**src/rtl/ifu_prefetch_pkg.sv**
```systemverilog
// rtl/ifu_prefetch_pkg.sv - shared defaults and helpers for the instruction prefetch stage
package ifu_prefetch_pkg;

  localparam int PC_SIZE_DFLT       = 32;
  localparam int INSTR_SIZE_DFLT    = 32;
  localparam int IFU_PF_DEPTH_DFLT  = 4;
  localparam int IFU_PF_OUTSTD_DFLT = 2;
  localparam int PC_STEP            = 4;

  // Width of a counter that must hold the values 0..n inclusive.
  function automatic int cnt_width(input int n);
    return $clog2(n + 1);
  endfunction

endpackage

```
**src/rtl/ifu_prefetch_if.sv**
```systemverilog
// rtl/ifu_prefetch_if.sv - fetch bus request/response interface between IFU (master) and ITCM/bus (slave)
interface ifu_prefetch_if
  import ifu_prefetch_pkg::*;
#(
  parameter int PC_SIZE    = PC_SIZE_DFLT,
  parameter int INSTR_SIZE = INSTR_SIZE_DFLT
);

  logic                  ifu_req_valid;
  logic                  ifu_req_ready;
  logic [PC_SIZE-1:0]    ifu_req_pc;
  logic                  ifu_rsp_valid;
  logic                  ifu_rsp_ready;
  logic [INSTR_SIZE-1:0] ifu_rsp_instr;

  modport master (
    output ifu_req_valid, ifu_req_pc, ifu_rsp_ready,
    input  ifu_req_ready, ifu_rsp_valid, ifu_rsp_instr
  );

  modport slave (
    input  ifu_req_valid, ifu_req_pc, ifu_rsp_ready,
    output ifu_req_ready, ifu_rsp_valid, ifu_rsp_instr
  );

endinterface

```
**src/rtl/ifu_pf_fifo.sv**
```systemverilog
// rtl/ifu_pf_fifo.sv - synchronous power-of-2 FIFO with push/pop/clear, count and full/empty flags
module ifu_pf_fifo
  import ifu_prefetch_pkg::*;
#(
  parameter int WIDTH = 64,
  parameter int DEPTH = IFU_PF_DEPTH_DFLT,
  localparam int CNT_W = cnt_width(DEPTH)
) (
  input  logic             clk,
  input  logic             rst,
  input  logic             i_push,
  input  logic [WIDTH-1:0] i_wdata,
  input  logic             i_pop,
  input  logic             i_clear,
  output logic [WIDTH-1:0] o_rdata,
  output logic [CNT_W-1:0] o_cnt,
  output logic             o_full,
  output logic             o_empty
);

  localparam int PTR_W = $clog2(DEPTH);

  logic [WIDTH-1:0] r_mem [DEPTH];
  logic [PTR_W-1:0] r_rd_ptr;
  logic [PTR_W-1:0] r_wr_ptr;
  logic [CNT_W-1:0] r_cnt;
  logic             w_push;
  logic             w_pop;

  assign o_full  = (r_cnt == CNT_W'(DEPTH));
  assign o_empty = (r_cnt == '0);
  assign o_cnt   = r_cnt;
  assign o_rdata = r_mem[r_rd_ptr];
  assign w_push  = i_push & ~o_full;
  assign w_pop   = i_pop & ~o_empty;

  always_ff @(posedge clk) begin
    if (rst) begin
      r_rd_ptr <= '0;
      r_wr_ptr <= '0;
      r_cnt    <= '0;
    end else if (i_clear) begin
      r_rd_ptr <= '0;
      r_wr_ptr <= '0;
      r_cnt    <= '0;
    end else begin
      if (w_push) r_wr_ptr <= r_wr_ptr + PTR_W'(1);
      if (w_pop)  r_rd_ptr <= r_rd_ptr + PTR_W'(1);
      r_cnt <= r_cnt + CNT_W'(w_push) - CNT_W'(w_pop);
    end
  end

  always_ff @(posedge clk) begin
    if (w_push & ~i_clear) r_mem[r_wr_ptr] <= i_wdata;
  end

endmodule

```
**src/rtl/ifu_prefetch.sv**
```systemverilog
// rtl/ifu_prefetch.sv - prefetching fetch stage with outstanding-request credits and flush drop logic
// Optional feature: IFU_PREFETCH_PERF_EN adds saturating stall/drop performance counters.
module ifu_prefetch
  import ifu_prefetch_pkg::*;
#(
  parameter int PC_SIZE    = PC_SIZE_DFLT,
  parameter int INSTR_SIZE = INSTR_SIZE_DFLT,
  parameter int FIFO_DEPTH = IFU_PF_DEPTH_DFLT,
  parameter int MAX_OUTSTD = IFU_PF_OUTSTD_DFLT
) (
  input  logic                  clk,
  input  logic                  rst,
  input  logic [PC_SIZE-1:0]    i_pc_rtvec,
  ifu_prefetch_if.master        bus,
  output logic                  o_ifu_o_valid,
  input  logic                  i_ifu_o_ready,
  output logic [INSTR_SIZE-1:0] o_ifu_o_ir,
  output logic [PC_SIZE-1:0]    o_ifu_o_pc,
  input  logic                  i_pipe_flush_req,
  input  logic [PC_SIZE-1:0]    i_pipe_flush_pc,
  output logic                  o_pipe_flush_ack
`ifdef IFU_PREFETCH_PERF_EN
  ,
  output logic [31:0]           o_perf_stall_cnt,
  output logic [31:0]           o_perf_drop_cnt
`endif
);

  localparam int OS_W  = cnt_width(MAX_OUTSTD);
  localparam int FC_W  = cnt_width(FIFO_DEPTH);
  localparam int SUM_W = cnt_width(FIFO_DEPTH + MAX_OUTSTD);

  logic [PC_SIZE-1:0] r_fetch_pc;
  logic [PC_SIZE-1:0] r_wr_pc;
  logic [OS_W-1:0]    r_outstd_cnt;
  logic [OS_W-1:0]    r_drop_cnt;

  logic [PC_SIZE-1:0]    w_rtvec_al;
  logic [PC_SIZE-1:0]    w_flush_pc_al;
  logic [SUM_W-1:0]      w_credit_sum;
  logic                  w_flush;
  logic                  w_req_valid;
  logic                  w_req_hsk;
  logic                  w_rsp_hsk;
  logic                  w_drop;
  logic                  w_push;
  logic                  w_pop;
  logic [FC_W-1:0]       w_fifo_cnt;
  logic                  w_fifo_full;
  logic                  w_fifo_empty;
  logic [INSTR_SIZE-1:0] w_head_ir;
  logic [PC_SIZE-1:0]    w_head_pc;

  assign w_rtvec_al    = i_pc_rtvec & ~PC_SIZE'(3);
  assign w_flush_pc_al = i_pipe_flush_pc & ~PC_SIZE'(3);
  assign w_flush       = i_pipe_flush_req;

  // Credits: never exceed MAX_OUTSTD in flight, and reserve a FIFO slot for every response.
  assign w_credit_sum = SUM_W'(r_outstd_cnt) + SUM_W'(w_fifo_cnt);
  assign w_req_valid  = ~w_flush & (r_outstd_cnt < OS_W'(MAX_OUTSTD))
                      & (w_credit_sum < SUM_W'(FIFO_DEPTH));
  assign w_req_hsk    = w_req_valid & bus.ifu_req_ready;
  assign w_rsp_hsk    = bus.ifu_rsp_valid;
  assign w_drop       = w_rsp_hsk & (w_flush | (r_drop_cnt != '0));
  assign w_push       = w_rsp_hsk & ~w_drop;
  assign w_pop        = o_ifu_o_valid & i_ifu_o_ready;

  assign bus.ifu_req_valid = w_req_valid;
  assign bus.ifu_req_pc    = r_fetch_pc;
  assign bus.ifu_rsp_ready = 1'b1;

  assign o_ifu_o_valid    = ~w_fifo_empty & ~w_flush;
  assign o_ifu_o_ir       = w_head_ir;
  assign o_ifu_o_pc       = w_head_pc;
  assign o_pipe_flush_ack = 1'b1;

  ifu_pf_fifo #(
    .WIDTH (PC_SIZE + INSTR_SIZE),
    .DEPTH (FIFO_DEPTH)
  ) u_fifo (
    .clk     (clk),
    .rst     (rst),
    .i_push  (w_push),
    .i_wdata ({r_wr_pc, bus.ifu_rsp_instr}),
    .i_pop   (w_pop),
    .i_clear (w_flush),
    .o_rdata ({w_head_pc, w_head_ir}),
    .o_cnt   (w_fifo_cnt),
    .o_full  (w_fifo_full),
    .o_empty (w_fifo_empty)
  );

  always_ff @(posedge clk) begin
    if (rst) begin
      r_fetch_pc   <= w_rtvec_al;
      r_wr_pc      <= w_rtvec_al;
      r_outstd_cnt <= '0;
      r_drop_cnt   <= '0;
    end else begin
      r_outstd_cnt <= r_outstd_cnt + OS_W'(w_req_hsk) - OS_W'(w_rsp_hsk);
      if (w_flush) begin
        // Every response still in flight after this cycle belongs to the old stream.
        r_fetch_pc <= w_flush_pc_al;
        r_wr_pc    <= w_flush_pc_al;
        r_drop_cnt <= r_outstd_cnt - OS_W'(w_rsp_hsk);
      end else begin
        if (w_req_hsk) r_fetch_pc <= r_fetch_pc + PC_SIZE'(PC_STEP);
        if (w_push)    r_wr_pc    <= r_wr_pc + PC_SIZE'(PC_STEP);
        if (w_drop)    r_drop_cnt <= r_drop_cnt - OS_W'(1);
      end
    end
  end

`ifdef IFU_PREFETCH_PERF_EN
  logic [31:0] r_perf_stall_cnt;
  logic [31:0] r_perf_drop_cnt;

  always_ff @(posedge clk) begin
    if (rst) begin
      r_perf_stall_cnt <= '0;
      r_perf_drop_cnt  <= '0;
    end else begin
      if (i_ifu_o_ready & w_fifo_empty & ~w_flush & (r_perf_stall_cnt != '1))
        r_perf_stall_cnt <= r_perf_stall_cnt + 32'd1;
      if (w_drop & (r_perf_drop_cnt != '1))
        r_perf_drop_cnt <= r_perf_drop_cnt + 32'd1;
    end
  end

  assign o_perf_stall_cnt = r_perf_stall_cnt;
  assign o_perf_drop_cnt  = r_perf_drop_cnt;
`endif

  always_ff @(posedge clk) begin
    if (!rst) begin
      assert (!(w_push && w_fifo_full));
      assert (!(bus.ifu_rsp_valid && (r_outstd_cnt == '0)));
    end
  end

endmodule

```
**src/flat_wrapper.sv**
```systemverilog
// flat-port wrapper written by rule: the top's interface ports become plain ports
module ifu_prefetch_flat import ifu_prefetch_pkg::*;
#(
  parameter int PC_SIZE    = PC_SIZE_DFLT,
  parameter int INSTR_SIZE = INSTR_SIZE_DFLT,
  parameter int FIFO_DEPTH = IFU_PF_DEPTH_DFLT,
  parameter int MAX_OUTSTD = IFU_PF_OUTSTD_DFLT
)
  (clk, rst, i_pc_rtvec, o_ifu_o_valid, i_ifu_o_ready, o_ifu_o_ir, o_ifu_o_pc, i_pipe_flush_req, i_pipe_flush_pc, o_pipe_flush_ack, bus_ifu_req_valid, bus_ifu_req_pc, bus_ifu_rsp_ready, bus_ifu_req_ready, bus_ifu_rsp_valid, bus_ifu_rsp_instr);
  ifu_prefetch_if #(.PC_SIZE(PC_SIZE), .INSTR_SIZE(INSTR_SIZE)) bus_i ();
  input  logic clk;
  input  logic rst;
  input  logic [PC_SIZE-1:0] i_pc_rtvec;
  output logic o_ifu_o_valid;
  input  logic i_ifu_o_ready;
  output logic [INSTR_SIZE-1:0] o_ifu_o_ir;
  output logic [PC_SIZE-1:0] o_ifu_o_pc;
  input  logic i_pipe_flush_req;
  input  logic [PC_SIZE-1:0] i_pipe_flush_pc;
  output logic o_pipe_flush_ack;
  output wire logic [$bits(bus_i.ifu_req_valid)-1:0] bus_ifu_req_valid;
  output wire logic [$bits(bus_i.ifu_req_pc)-1:0] bus_ifu_req_pc;
  output wire logic [$bits(bus_i.ifu_rsp_ready)-1:0] bus_ifu_rsp_ready;
  input wire logic [$bits(bus_i.ifu_req_ready)-1:0] bus_ifu_req_ready;
  input wire logic [$bits(bus_i.ifu_rsp_valid)-1:0] bus_ifu_rsp_valid;
  input wire logic [$bits(bus_i.ifu_rsp_instr)-1:0] bus_ifu_rsp_instr;
  assign bus_ifu_req_valid = bus_i.ifu_req_valid;
  assign bus_ifu_req_pc = bus_i.ifu_req_pc;
  assign bus_ifu_rsp_ready = bus_i.ifu_rsp_ready;
  assign bus_i.ifu_req_ready = bus_ifu_req_ready;
  assign bus_i.ifu_rsp_valid = bus_ifu_rsp_valid;
  assign bus_i.ifu_rsp_instr = bus_ifu_rsp_instr;
  ifu_prefetch #(.PC_SIZE(PC_SIZE), .INSTR_SIZE(INSTR_SIZE), .FIFO_DEPTH(FIFO_DEPTH), .MAX_OUTSTD(MAX_OUTSTD)) u_core (.clk(clk), .rst(rst), .i_pc_rtvec(i_pc_rtvec), .bus(bus_i), .o_ifu_o_valid(o_ifu_o_valid), .i_ifu_o_ready(i_ifu_o_ready), .o_ifu_o_ir(o_ifu_o_ir), .o_ifu_o_pc(o_ifu_o_pc), .i_pipe_flush_req(i_pipe_flush_req), .i_pipe_flush_pc(i_pipe_flush_pc), .o_pipe_flush_ack(o_pipe_flush_ack));
endmodule
```
**config.mk**
```make
export PLATFORM = sky130hd
export DESIGN_NAME = ifu_prefetch_flat
export DESIGN_NICKNAME = d
export VERILOG_FILES = /design/src/rtl/ifu_prefetch_pkg.sv /design/src/rtl/ifu_prefetch_if.sv /design/src/rtl/ifu_pf_fifo.sv /design/src/rtl/ifu_prefetch.sv /design/src/flat_wrapper.sv
export SDC_FILE = /design/constraint.sdc
export NUM_CORES = 1
export LEC_CHECK = 0
export BUFFER_PORTS_ARGS = -buffer_cell sky130_fd_sc_hd__buf_4
export CORE_AREA = 5 5 157 159
export CTS_BUF_LIST = sky130_fd_sc_hd__clkbuf_4 sky130_fd_sc_hd__clkbuf_8
export DETAILED_ROUTE_END_ITERATION = 8
export DIE_AREA = 0 0 162 164
export PLACE_DENSITY_LB_ADDON = 0.15
export SYNTH_ARGS = -nofsm -noshare
export SYNTH_HDL_FRONTEND = slang
export SYNTH_SLANG_ARGS = --single-unit
```
**constraint.sdc**
```tcl
create_clock -name clk -period 3.81 [get_ports clk]
set_input_delay 0.381 -clock clk [delete_from_list [all_inputs] [get_ports clk]]
set_output_delay 0.381 -clock clk [all_outputs]
set_load 0.01 [all_outputs]
```
**Yosys cells after proc, flatten, opt, wreduce, memory -nomap -nowiden**

Memory sizes are Yosys's and may differ from the RTL's. A register that Yosys moved wholly into a read port is not among the register bits.
Cells that the tools add are included.
Widths: inputs -> output; s select.

- Add/subtract/negate cells: 11
- $lt $le $gt $ge: 2
- Eq/ne operators: 1
- Muxes and demuxes: 12
- Bitwise operators: 15
- Reductions and logical operators: 6

Operator list:

| operator | number |
|---|---|
| $mux 32 | 6 |
| $add 32x3->32 const B | 2 |
| $and 1x1->1 | 10 |
| $mux 2 | 4 |
| $reduce_bool 3->1 | 2 |
| $add 2x1->2 const B | 2 |
| $not 1->1 | 4 |
| $reduce_bool 2->1 | 2 |
| $sub 2x1->2 | 2 |
| $add 2x3->3 | 1 |
| $add 3x1->3 | 1 |
| $eq 3x3->1 const B | 1 |
| $logic_not 3->1 | 1 |
| $lt 3x3->1 const B | 1 |
| $sub 3x1->3 | 1 |
| $add 2x1->2 | 1 |
| $lt 2x2->1 const B | 1 |
| $mux 1 | 2 |
| $reduce_or 2->1 | 1 |
| $sub 2x1->2 const B | 1 |
| $or 1x1->1 | 1 |

- Bits in registers: 75
- RAM bits: 256
- Word-level logic and storage cells: 57
- Memories: 1

Memories:

| name | depth | bits a word | read ports | clocked after Yosys merged registers in | wr ports | line | text |
|---|---|---|---|---|---|---|---|
| u_core.u_fifo.r_mem | 4 | 64 | 1 | 1 | 1 | ifu_pf_fifo.sv:23 | `logic [WIDTH-1:0] r_mem [DEPTH];` |

**Logic depth before layout (Yosys ltp)**

- Word-level depth: 9
- Depth in mapped cells: 12
- Mapped depth without buffers: 12

**By module**

Synthesis repeated with hierarchy kept, for this count alone.

- Cells, all modules: 804
- Area, all modules: 13899.6 um^2

By module, submodules not included:

| module | times used | cells an instance | area an instance (um^2) | seq. area each (um^2) |
|---|---|---|---|---|
| ifu_pf_fifo | 1 | 387 | 9825.7 | 7867.5 |
| ifu_prefetch | 1 | 417 | 4073.9 | 1881.8 |

**Worst setup path after synthesis**

OpenSTA, ideal clock, no wires.

- Path kind: register -> register
- Start: register u_core.r_drop_cnt[0]
- End: memory u_core.u_fifo.r_mem[0][0], enable pin
- Setup time: 426 ps
- Data arrival time: 2464 ps
- Data required time: 3384 ps
- Setup slack: 920 ps
- Cell stages (with the launch flop): 6
- Period minus slack after synthesis: 2890 ps
- Path through: dfxtp_1 > inv_1 > ha_1 > nand2_1 > a211oi_2 > and2_1

- Word-level cells in the longest chain between the ends: 9

Ends and longest elaborated chain:

| item | line | text |
|---|---|---|
| from (decl) | ifu_prefetch.sv:36 | `logic [OS_W-1:0] r_drop_cnt;` |
| from (signal assigned) | ifu_prefetch.sv:105 | `r_drop_cnt <= r_outstd_cnt - OS_W'(w_rsp_hsk);` |
| from (signal assigned) | ifu_prefetch.sv:109 | `if (w_drop) r_drop_cnt <= r_drop_cnt - OS_W'(1);` |
| $reduce_bool 2->1 | ifu_prefetch.sv:64 | `assign w_drop = w_rsp_hsk & (w_flush \| (r_drop_cnt != '0));` |
| $or 1x1->1 | ifu_prefetch.sv:64 |  |
| $and 1x1->1 | ifu_prefetch.sv:64 |  |
| $not 1->1 | ifu_prefetch.sv:65 | `assign w_push = w_rsp_hsk & ~w_drop;` |
| $and 1x1->1 | ifu_prefetch.sv:65 |  |
| $and 1x1->1 | ifu_pf_fifo.sv:34 | `assign w_push = i_push & ~o_full;` |
| $and 1x1->1 | ifu_pf_fifo.sv:54 | `if (w_push & ~i_clear) r_mem[r_wr_ptr] <= i_wdata;` |
| $mux 1 | ifu_pf_fifo.sv:54 |  |
| $mux 1 (not written as such) | ifu_pf_fifo.sv:54 |  |
| to (decl) | ifu_pf_fifo.sv:23 |  |

No other way between the ends.

==> results.toml <==
[setup_path]
r2r_cells = 12
r2r_slack_ns = 1.21
crit_type = "reg -> out"
critPathCaptureType = "primary output"
r2r_start = "u_core.r_drop_cnt[0]$_SDFFE_PP0P_"
r2r-end = "u_core.u_fifo.o_cnt[2]$_SDFF_PP0_"
cp.required_ns = 3.43
worst_setup_path_start_kind = "register"
path_max_fanout = 44
cp.arrival_ns = 2.36

[timing]
finClkSkew_ns = 0.0145
min_period_ns = 2.74
finalCritPeriodShare_pct = 71.9
final_max_slew_viol_count = 0
setup_tns_ns = 0
relSlewSlack_pct = 38.2
max_freq_ghz = 0.365
hold_violations = 0
worst_hold_slack_ns = 0.0341
rsz0062_at_grt = "false"
setup_viol = 0
worst_pin_slew_ns = 0.923

[yosys]
synth.most_common_cell = "edfxtp_1"
yosys.area.top_type = "edfxtp_1"
synth_common_cells = "308 x edfxtp_1, 62 x mux4_2, 43 x xor2_1"
synthCells = 779
ys_seq_elements = 321
ys_seq_area_share_pct = 70.8
synth_top_area_share_pct = 68.9
synth_edf_count = 308
ys.flop_type = "edfxtp_1"
ys.warnings.count = 0
syn_area_per_cell_sq_um = 17.2
ys_types = 47
synthTopCellsByArea = "edfxtp_1 69%, mux4_2 10%, xor2_1 2.8%, dfxtp_1 1.9%, xnor2_1 1.3%"
async_reset_ff_share_pct = 0
syn-cell-area_sq_um = 13400

[finish]
finalNonFillerCells = 1357
final_core_util_pct = 71.3
nets = 1144
fillers = 1555
diodes = 0
syn_to_final_growth_pct = 22.8
multi_input_area_sq_um = 3720
seq_area_sq_um = 9510
layout-drive-gt1-share_pct = 34.2
final_area_sq_um = 16500

[power]
switchingPower_w = 0.00179
power_frac_seq_pct = 54.9
leakagePower_nw = 5.71
p_int_w = 0.00597
powerDensity_nw_per_um2 = 470
pwr-share-comb_pct = 8.9
swShare_pct = 23.0
pwr-share-clk_pct = 36.3
max-vdd-ir-drop_mv = 0.265

[die]
core.rowCount = 56
die_h_um = 164
core_sq_um = 23100
start_util_pct = 58.1
die_area_sq_um = 26600
die_x_um = 162
pin_count = 202

[worst_hold_path]
min_from = "bus_ifu_rsp_instr[29]"
min_path_cells = 1
hold_class = "in -> reg"
hold_end = "u_core.u_fifo.r_mem[1][29]$_DFFE_PP_"

[cts]
cts_buffers = 49
clk_latency_ns = 0.56
cts_sinks = 321
cts_tree = "done"
clk_pin_slew_ns = 0.06
cts.repair.resized = 0
htreeDepth = 2
cts_root_buffer = "clkbuf_8"
clockBufferDepth = 3

[place]
port_buffers = 191
dp.final_hpwl_mm = 18.8
place_area_sq_um = 15300
dpl.cell_count = 1244
place.gp.congestion = 0.849

[grt]
grt_pass1_vias = 8341
antenna_found_initial = 0
track_usage_pct = 21.9
grt_max_degree = 63
overflow = 0
grt_pass1_wl_mm = 45.3

[routing]
routedWlPerCell_um = 21.3
vias_per_cell = 5.76
drt_wl_total_mm = 28.9
first_pass_iters = 4
drc = 0
drtIter0Drc = 526
dr_total_vias = 7816
ant_nets = 0

[run]
drv_cap = 0

[run_status]
status = "finished clean"
==> critical path: stages, from the launching register on <==
cell and delay [ns]:
dfxtp_4 0.62, buf_12 0.40, mux4_2 0.60, buf_4 0.17
==> layer usage <==
metal	wire (um)	part of all wire, %	vias up	global-route usage (%)
met1	12400	43	3875	30.4
met4	429	1.5	0	5.34
li1	-	-	3583	-
met2	14000	48	314	36.1
met3	2020	7.0	44	4.94
met5	0	0	-	0
==> stage by stage <==
| stage | setup slack (ns) | total power, W |
|---|---|---|
| after floorplan | 0.920 | 0.00462 |
| after global placement | 1.22 | 0.00497 |
| after detailed placement | 1.15 | 0.00499 |
| after global routing | 0.900 | 0.00807 |
| final | 1.07 | 0.00775 |
| after CTS | 0.982 | 0.00782 |
==> state kept, by name, indices dropped and copies added, names as in the netlist, named ones only <==
name / flops
u_core.u_fifo.r_rd_ptr: 2
u_core.bus.ifu_req_pc: 30
u_core.u_fifo.o_cnt: 3
u_core.u_fifo.r_mem: 248
u_core.r_drop_cnt: 2
u_core.r_outstd_cnt: 2
u_core.u_fifo.r_wr_ptr: 2
u_core.r_wr_pc: 30
==> power groups by stage <==
| stage | registers, W | clock network (W) | logic [W] |
|---|---|---|---|
| after floorplan | 0.00428 | 0 | 0.000340 |
| after global placement | 0.00431 | 0 | 0.000660 |
| after detailed placement | 0.00432 | 0 | 0.000670 |
| after CTS | 0.00425 | 0.00287 | 0.000693 |
| after global routing | 0.00427 | 0.00305 | 0.000755 |
| final | 0.00425 | 0.00281 | 0.000687 |
==> cell usage in the layout, fill, tap and decap left out, types with 14 or more instances in the layout <==
master and count:
clkbuf_4 15, xnor2_1 20, nand2_1 42, nor2_1 27, nand4_1 14, nand3_1 28, buf_4 199, o21ai_0 31
a21oi_1 16, dlygate4sd3_1 24, clkbuf_8 49, mux4_2 62, clkinv_1 18, xor2_1 43, edfxtp_1 308, o21ai_1 28
==> worst max path at each step <==
| stage | from | to | slack [ns] |
|---|---|---|---|
| 2_1_floorplan | u_core.r_drop_cnt[0]$_SDFFE_PP0P_ | u_core.u_fifo.r_mem[0][0]$_DFFE_PP_ | 0.92 |
| 3_3_place_gp | i_pipe_flush_req | u_core.u_fifo.r_mem[3][25]$_DFFE_PP_ | 1.22 |
| 3_5_place_dp | i_pipe_flush_req | u_core.u_fifo.r_mem[3][39]$_DFFE_PP_ | 1.15 |
| 4_1_cts | register | o_ifu_o_pc[11] | 0.98 |
| 5_1_grt | register | o_ifu_o_ir[9] | 0.90 |
| 6_report | register | o_ifu_o_ir[9] | 1.07 |
==> final cells by class <==
type	instances	share of cell area (%)
flip-flops and latches	321	57.7
multi-input cells	414	22.6
repair buffers	229	11.2
clock buffers	64	4.77
well taps	290	2.20
clock inverters	25	1.15
inverters	14	0.319
==> what timing repair did <==
item	in CTS	in global routing
hold buffers	23	1
setup buffers	0	0
endpoints found under the hold margin	80	4
==> kinds of logic after synthesis <==
logic type      after synthesis  synth area share, %
compound gates              111                 4.92
xor+xnor                     63                 4.11
fa+ha+maj                    13                 1.27
buf+inv                      48                 1.57
flops                       321                 70.8
mux                          64                 10.6
other cells                   2               0.0559
simple gates                157                 6.67
(Power assumes the default switching activity.)
